### src/rtl/pe_tile_scheduler.sv
// Tile sequencer: steers one shared operand stream to the PE group's W/I/O ports, then drains results.
// Data is combinational pass-through; only the phase FSM, beat counter and block counter are registered.
module pe_tile_scheduler #(
  parameter int DataWidth         = 32,
  parameter int W_Words           = 16,
  parameter int I_FirstWords      = 7,
  parameter int I_NextWords       = 4,
  parameter int O_Words           = 4,
  parameter int I_BlockCount      = 4,
  parameter int CountWidth        = 5,
  parameter int I_BlockCountWidth = 2
) (
  input  logic                         clk,
  input  logic                         aclr,
  input  logic                         Start,
  output logic                         Busy,
  output logic                         Done,
  output logic [I_BlockCountWidth-1:0] Block_Index,
  output logic [2:0]                   state_dbg,
  input  logic                         S_DataInValid,
  output logic                         S_DataInRdy,
  input  logic [DataWidth-1:0]         S_DataIn,
  output logic                         W_DataOutValid,
  input  logic                         W_DataOutRdy,
  output logic                         I_DataOutValid,
  input  logic                         I_DataOutRdy,
  output logic                         O_DataOutValid,
  input  logic                         O_DataOutRdy,
  output logic [DataWidth-1:0]         W_DataOut,
  output logic [DataWidth-1:0]         I_DataOut,
  output logic [DataWidth-1:0]         O_DataOut,
  input  logic                         R_DataInValid,
  output logic                         R_DataInRdy,
  input  logic [DataWidth-1:0]         R_DataIn,
  output logic                         R_DataOutValid,
  input  logic                         R_DataOutRdy,
  output logic [DataWidth-1:0]         R_DataOut
);

  typedef enum logic [2:0] {IDLE, LOAD_W, LOAD_I, LOAD_O, DRAIN, DONE} state_t;

  state_t                       state, state_nxt;
  logic [CountWidth-1:0]        beat_cnt, beat_cnt_nxt;
  logic [I_BlockCountWidth-1:0] block_q, block_nxt;
  logic                         hs_s, hs_r, last_beat;
  logic [CountWidth-1:0]        i_last;

  // Handshake rule: a beat transfers when Valid and Rdy are both high in the same
  // cycle; each side may stall freely, and a port outside its phase sees Valid/Rdy = 0.
  assign W_DataOut = S_DataIn;
  assign I_DataOut = S_DataIn;
  assign O_DataOut = S_DataIn;
  assign R_DataOut = R_DataIn;

  assign Busy        = (state != IDLE);
  assign Done        = (state == DONE);
  assign Block_Index = block_q;
  assign state_dbg   = state;

  assign hs_s   = S_DataInValid & S_DataInRdy;
  assign hs_r   = R_DataOutValid & R_DataOutRdy;
  assign i_last = (block_q == '0) ? CountWidth'(I_FirstWords - 1) : CountWidth'(I_NextWords - 1);

  always_comb begin
    S_DataInRdy    = 1'b0;
    W_DataOutValid = 1'b0;
    I_DataOutValid = 1'b0;
    O_DataOutValid = 1'b0;
    R_DataInRdy    = 1'b0;
    R_DataOutValid = 1'b0;
    last_beat      = 1'b0;
    state_nxt      = state;
    beat_cnt_nxt   = beat_cnt;
    block_nxt      = block_q;
    case (state)
      IDLE: begin
        if (Start) begin
          state_nxt    = LOAD_W;
          beat_cnt_nxt = '0;
          block_nxt    = '0;
        end
      end
      LOAD_W: begin
        W_DataOutValid = S_DataInValid;
        S_DataInRdy    = W_DataOutRdy;
        last_beat      = (beat_cnt == CountWidth'(W_Words - 1));
        if (hs_s) begin
          beat_cnt_nxt = last_beat ? '0 : beat_cnt + 1'b1;
          if (last_beat) state_nxt = LOAD_I;
        end
      end
      LOAD_I: begin
        I_DataOutValid = S_DataInValid;
        S_DataInRdy    = I_DataOutRdy;
        last_beat      = (beat_cnt == i_last);
        if (hs_s) begin
          beat_cnt_nxt = last_beat ? '0 : beat_cnt + 1'b1;
          if (last_beat) state_nxt = LOAD_O;
        end
      end
      LOAD_O: begin
        O_DataOutValid = S_DataInValid;
        S_DataInRdy    = O_DataOutRdy;
        last_beat      = (beat_cnt == CountWidth'(O_Words - 1));
        if (hs_s) begin
          beat_cnt_nxt = last_beat ? '0 : beat_cnt + 1'b1;
          if (last_beat) state_nxt = DRAIN;
        end
      end
      DRAIN: begin
        R_DataOutValid = R_DataInValid;
        R_DataInRdy    = R_DataOutRdy;
        last_beat      = (beat_cnt == CountWidth'(O_Words - 1));
        if (hs_r) begin
          beat_cnt_nxt = last_beat ? '0 : beat_cnt + 1'b1;
          if (last_beat) begin
            // Weights stay resident across blocks, so later blocks restart at LOAD_I.
            if (block_q == I_BlockCountWidth'(I_BlockCount - 1)) begin
              state_nxt = DONE;
            end else begin
              state_nxt = LOAD_I;
              block_nxt = block_q + 1'b1;
            end
          end
        end
      end
      DONE:    state_nxt = IDLE;
      default: state_nxt = IDLE;
    endcase
  end

  always_ff @(posedge clk or negedge aclr) begin
    if (!aclr) begin
      state    <= IDLE;
      beat_cnt <= '0;
      block_q  <= '0;
    end else begin
      state    <= state_nxt;
      beat_cnt <= beat_cnt_nxt;
      block_q  <= block_nxt;
    end
  end

endmodule

### config.mk
export PLATFORM = sky130hd
export DESIGN_NAME = pe_tile_scheduler
export DESIGN_NICKNAME = d
export VERILOG_FILES = /design/src/rtl/pe_tile_scheduler.sv
export SDC_FILE = /design/constraint.sdc
export NUM_CORES = 1
export LEC_CHECK = 0
export ABC_AREA = 1
export CELL_PAD_IN_SITES_DETAIL_PLACEMENT = 1
export CELL_PAD_IN_SITES_GLOBAL_PLACEMENT = 1
export CORE_UTILIZATION = 19
export DETAILED_ROUTE_END_ITERATION = 12
export PLACE_DENSITY = 0.95
export SLEW_MARGIN = 10
export SYNTH_ARGS = -nofsm -noshare
export SYNTH_HDL_FRONTEND = slang
export SYNTH_SLANG_ARGS = --single-unit
### constraint.sdc
create_clock -name clk -period 5 [get_ports clk]
set_input_delay 0.5 -clock clk [delete_from_list [all_inputs] [get_ports clk]]
set_output_delay 0.5 -clock clk [all_outputs]
set_load 0.03 [all_outputs]
==> metrics.csv <==
stage;metric;value;unit
global_route;grt_pass1_vias;1083;
timing;finalCritPeriodShare;49.2;%
clock_tree;cts-buffers-inserted;3;
clock_tree;root_buffer;clkbuf_8;
worst_hold_path;hp-class;flop to flop;
timing;maxSlewHeadroom;65.4;%
logic_synthesis;synth_area;1900;sq um
logic_synthesis;postSynth.asyncResetShare;100;%
global_route;grt_start_max_net_pins;11;
timing;final_hold_viol_count;0;
clock_tree;clockBufferDepth;2;
floorplan;die_w;102;um
logic_synthesis;synth.area.mux_share;0;%
global_route;overflow;0;
timing;tightest_slew;0.517;ns
worst_setup_path;max_stage_delay;0.68;ns
worst_setup_path;path_buf_inv;3;
logic_synthesis;yosys-top-cells-count;128 x buf_4, 36 x nand2_1, 15 x inv_1;
floorplan;die_area;10400;sq um
global_route;grt.total_usage;6.31;%
logic_synthesis;ys_types;27;
worst_setup_path;worst_path_max_delay_cell;clkdlybuf4s50_1;
logic_synthesis;synth_compound_area_share;4.62;%
worst_setup_path;crit_top_cell;clkdlybuf4s50_1;
timing;finalSetupViolations;0;
worst_setup_path;cp-end-kind;output port;
logic_synthesis;syn-num-nets;334;
worst_setup_path;crit_type;input pin to output port;
logic_synthesis;synth_seq_cells;10;
worst_setup_path;critPathRequiredTime;4.50;ns
worst_setup_path;crit_arrival;1.96;ns
power;total_power;0.000722;W
detailed_routing;drc;0;
floorplan;core;9730;sq um
flow_run;timing.max_cap.violations;0;
logic_synthesis;synth_most_common_cell;buf_4;
placement;routabilityCongestion;0.803;
logic_synthesis;synth_top_area_share;50.7;%
timing;fmax;0.406;GHz
logic_synthesis;synth_area_leader_cell;buf_4;
worst_setup_path;critPathLaunchType;input pin;
worst_setup_path;cp_top_family;buffers and inverters;
final_layout;diodes;0;
detailed_routing;vias;978;
placement;place.port_buffers;21;
clock_tree;cts.repair.resized;0;
detailed_routing;drt.antenna.violating_nets;0;
logic_synthesis;syn_avg_cell_area;7.41;sq um
placement;post-dp-hpwl;2470;um
floorplan;num_rows;36;
clock_tree;clock_sinks;10;
run_status;status;finished, final reports clean;
worst_setup_path;cp_max_fo;3;
power;peakVddDrop;0.000158;V
logic_synthesis;synth-seq-area-share;13.2;%
clock_tree;cts_setup_buffers;0;
logic_synthesis;synth_area_leaders;buf_4 51%, dfrtp_1 13%, nand2_1 7.1%;
detailed_routing;wl_per_cell;11.1;um
logic_synthesis;synth_warnings;0;
global_route;use_met3;2.60;%
power;power_density;542;nW/um^2
global_route;met1_usage;5.86;%
timing;drv_slew;0;
clock_tree;h-tree-depth;1;
final_layout;drive_gt1_share;17.3;%
logic_synthesis;synth_xor_area_share;0.923;%
logic_synthesis;postSynthCellCount;256;
logic_synthesis;ys.flop_type;dfrtp_1;
logic_synthesis;yosys.area_share.simple;21.8;%
global_route;grt_pass1_wl;5040;um
final_layout;area_delta_synth_final;-29.8;%
floorplan;die_h;102;um
detailed_routing;first_iter_violations;15;
global_route;antenna_found_initial;0;
detailed_routing;vias_per_cell;3.46;
worst_setup_path;cp_cell_sequence;clkdlybuf4s50_1, inv_1, nor2_1, clkdlybuf4s50_1;
detailed_routing;dr.pass1.iters;3;
floorplan;io_pins;214;
global_route;met2_usage;10.7;%
global_route;grt_most_used_layer;met2;
clock_tree;insertion_delay;0.24;ns
clock_tree;cts.clk_slew.worst_paths;0.05;ns
power;leakagePower;0.583;nW
timing;period_needed;2.46;ns
final_layout;fin_nets;230;
clock_tree;hold_buffers;0;
logic_synthesis;yosys.area_share.adder;3.30;%
timing;rsz0062_at_grt;false;
logic_synthesis;synth_top_family_by_area;buffers and inverters;
timing;setup_tns;0;ns
timing;fin_skew;0.000386;ns
logic_synthesis;synth_edf_count;0;
clock_tree;cts_tree;built;
floorplan;initial_utilization;19.5;%
detailed_routing;finalWirelength;3150;um
## stage by stage
step | worst slack (ns) | instance area (sq um) | instances | util (%) | hold slack (ns)
finish | 2.54 | 1330 | 283 | 13.7 | 0.554
detailed placement | 2.52 | 1290 | 280 | 13.3 | 0.537
global placement | 2.58 | 1290 | 280 | 13.3 | 0.523
CTS | 2.51 | 1330 | 283 | 13.7 | 0.552
floorplan | 3.19 | 1900 | 256 | - | 0.204
global route | 2.45 | 1330 | 283 | 13.7 | 0.591
## layer usage
layer  vias up  part of all wire (%)
met3        22                   9.4
met4         0                   5.7
met2        36                    49
met5         -                     0
met1       472                    35
li1        448                     -
## placed cells by master, fill, tap and decap left out, drive strengths merged
cell type	count
nor2	14
a31oi	2
or2	1
clkdlybuf4s50	21
nand3b	2
nand3	14
dfrtp	10
o21bai	1
a21oi	3
inv	20
xor2	2
clkinv	1
nand2	42
nand4	3
ha	5
clkbuf	3
o21ai	6
## report_power, final
part	total [W]	internal (W)	switching, W	leakage (nW)
Combinational	0.000479	0.000174	0.000306	0.427
Sequential	0.000155	0.000104	0.0000506	0.134
Clock	0.0000875	0.0000530	0.0000346	0.0216
## worst paths after layout
| check | from | end | slack (ns) | cells past startpoint |
|---|---|---|---|---|
| max in group asynchronous | aclr | beat_cnt[1] | 4.05 | 1 |
| worst max-delay path | S_DataInValid | W_DataOutValid | 2.54 | 4 |
| worst max register to register | beat_cnt[0] | state_dbg[1] | 3.21 | 10 |
| worst min-delay path | beat_cnt[1] | beat_cnt[1] | 0.55 | 2 |
| worst min register to register | beat_cnt[1] | beat_cnt[1] | 0.55 | 2 |
| min in group asynchronous | aclr | Block_Index[0] | 0.60 | 1 |
## registers in the layout, summed over array words and instances, names as in the netlist
| register | count |
|---|---|
| Block_Index | 2 |
| state_dbg | 3 |
| beat_cnt | 5 |
## worst reg2reg max path, cell delays in order, from the launching register on
cell	delay, ns
dfrtp_1	0.43
ha_1	0.24
nand2_1	0.08
nor2_1	0.13
ha_1	0.15
or2_1	0.16
nand3_2	0.16
nor2_4	0.15
nand2_2	0.07
nand2_1	0.06
nand2_1	0.05
## area by class of cell
type                    count  area (sq um)
fillers                  1199          8400
multi-input cells          95           582
flip-flops and latches     10           250
repair buffers             21           210
well taps                 133           166
inverters                  21          81.3
clock buffers               3          41.3
## logic make-up (layout without fill, tap and decap cells)
kind of cell	after synthesis	after routing
DFF	10	10
and+or+nand+nor	76	76
buffers and inverters	151	45
adders and majority gates	5	5
xor gates and xnor gates	2	2
AOI/OAI and AO/OA	12	12
Power figures use the tool's default switching activity.
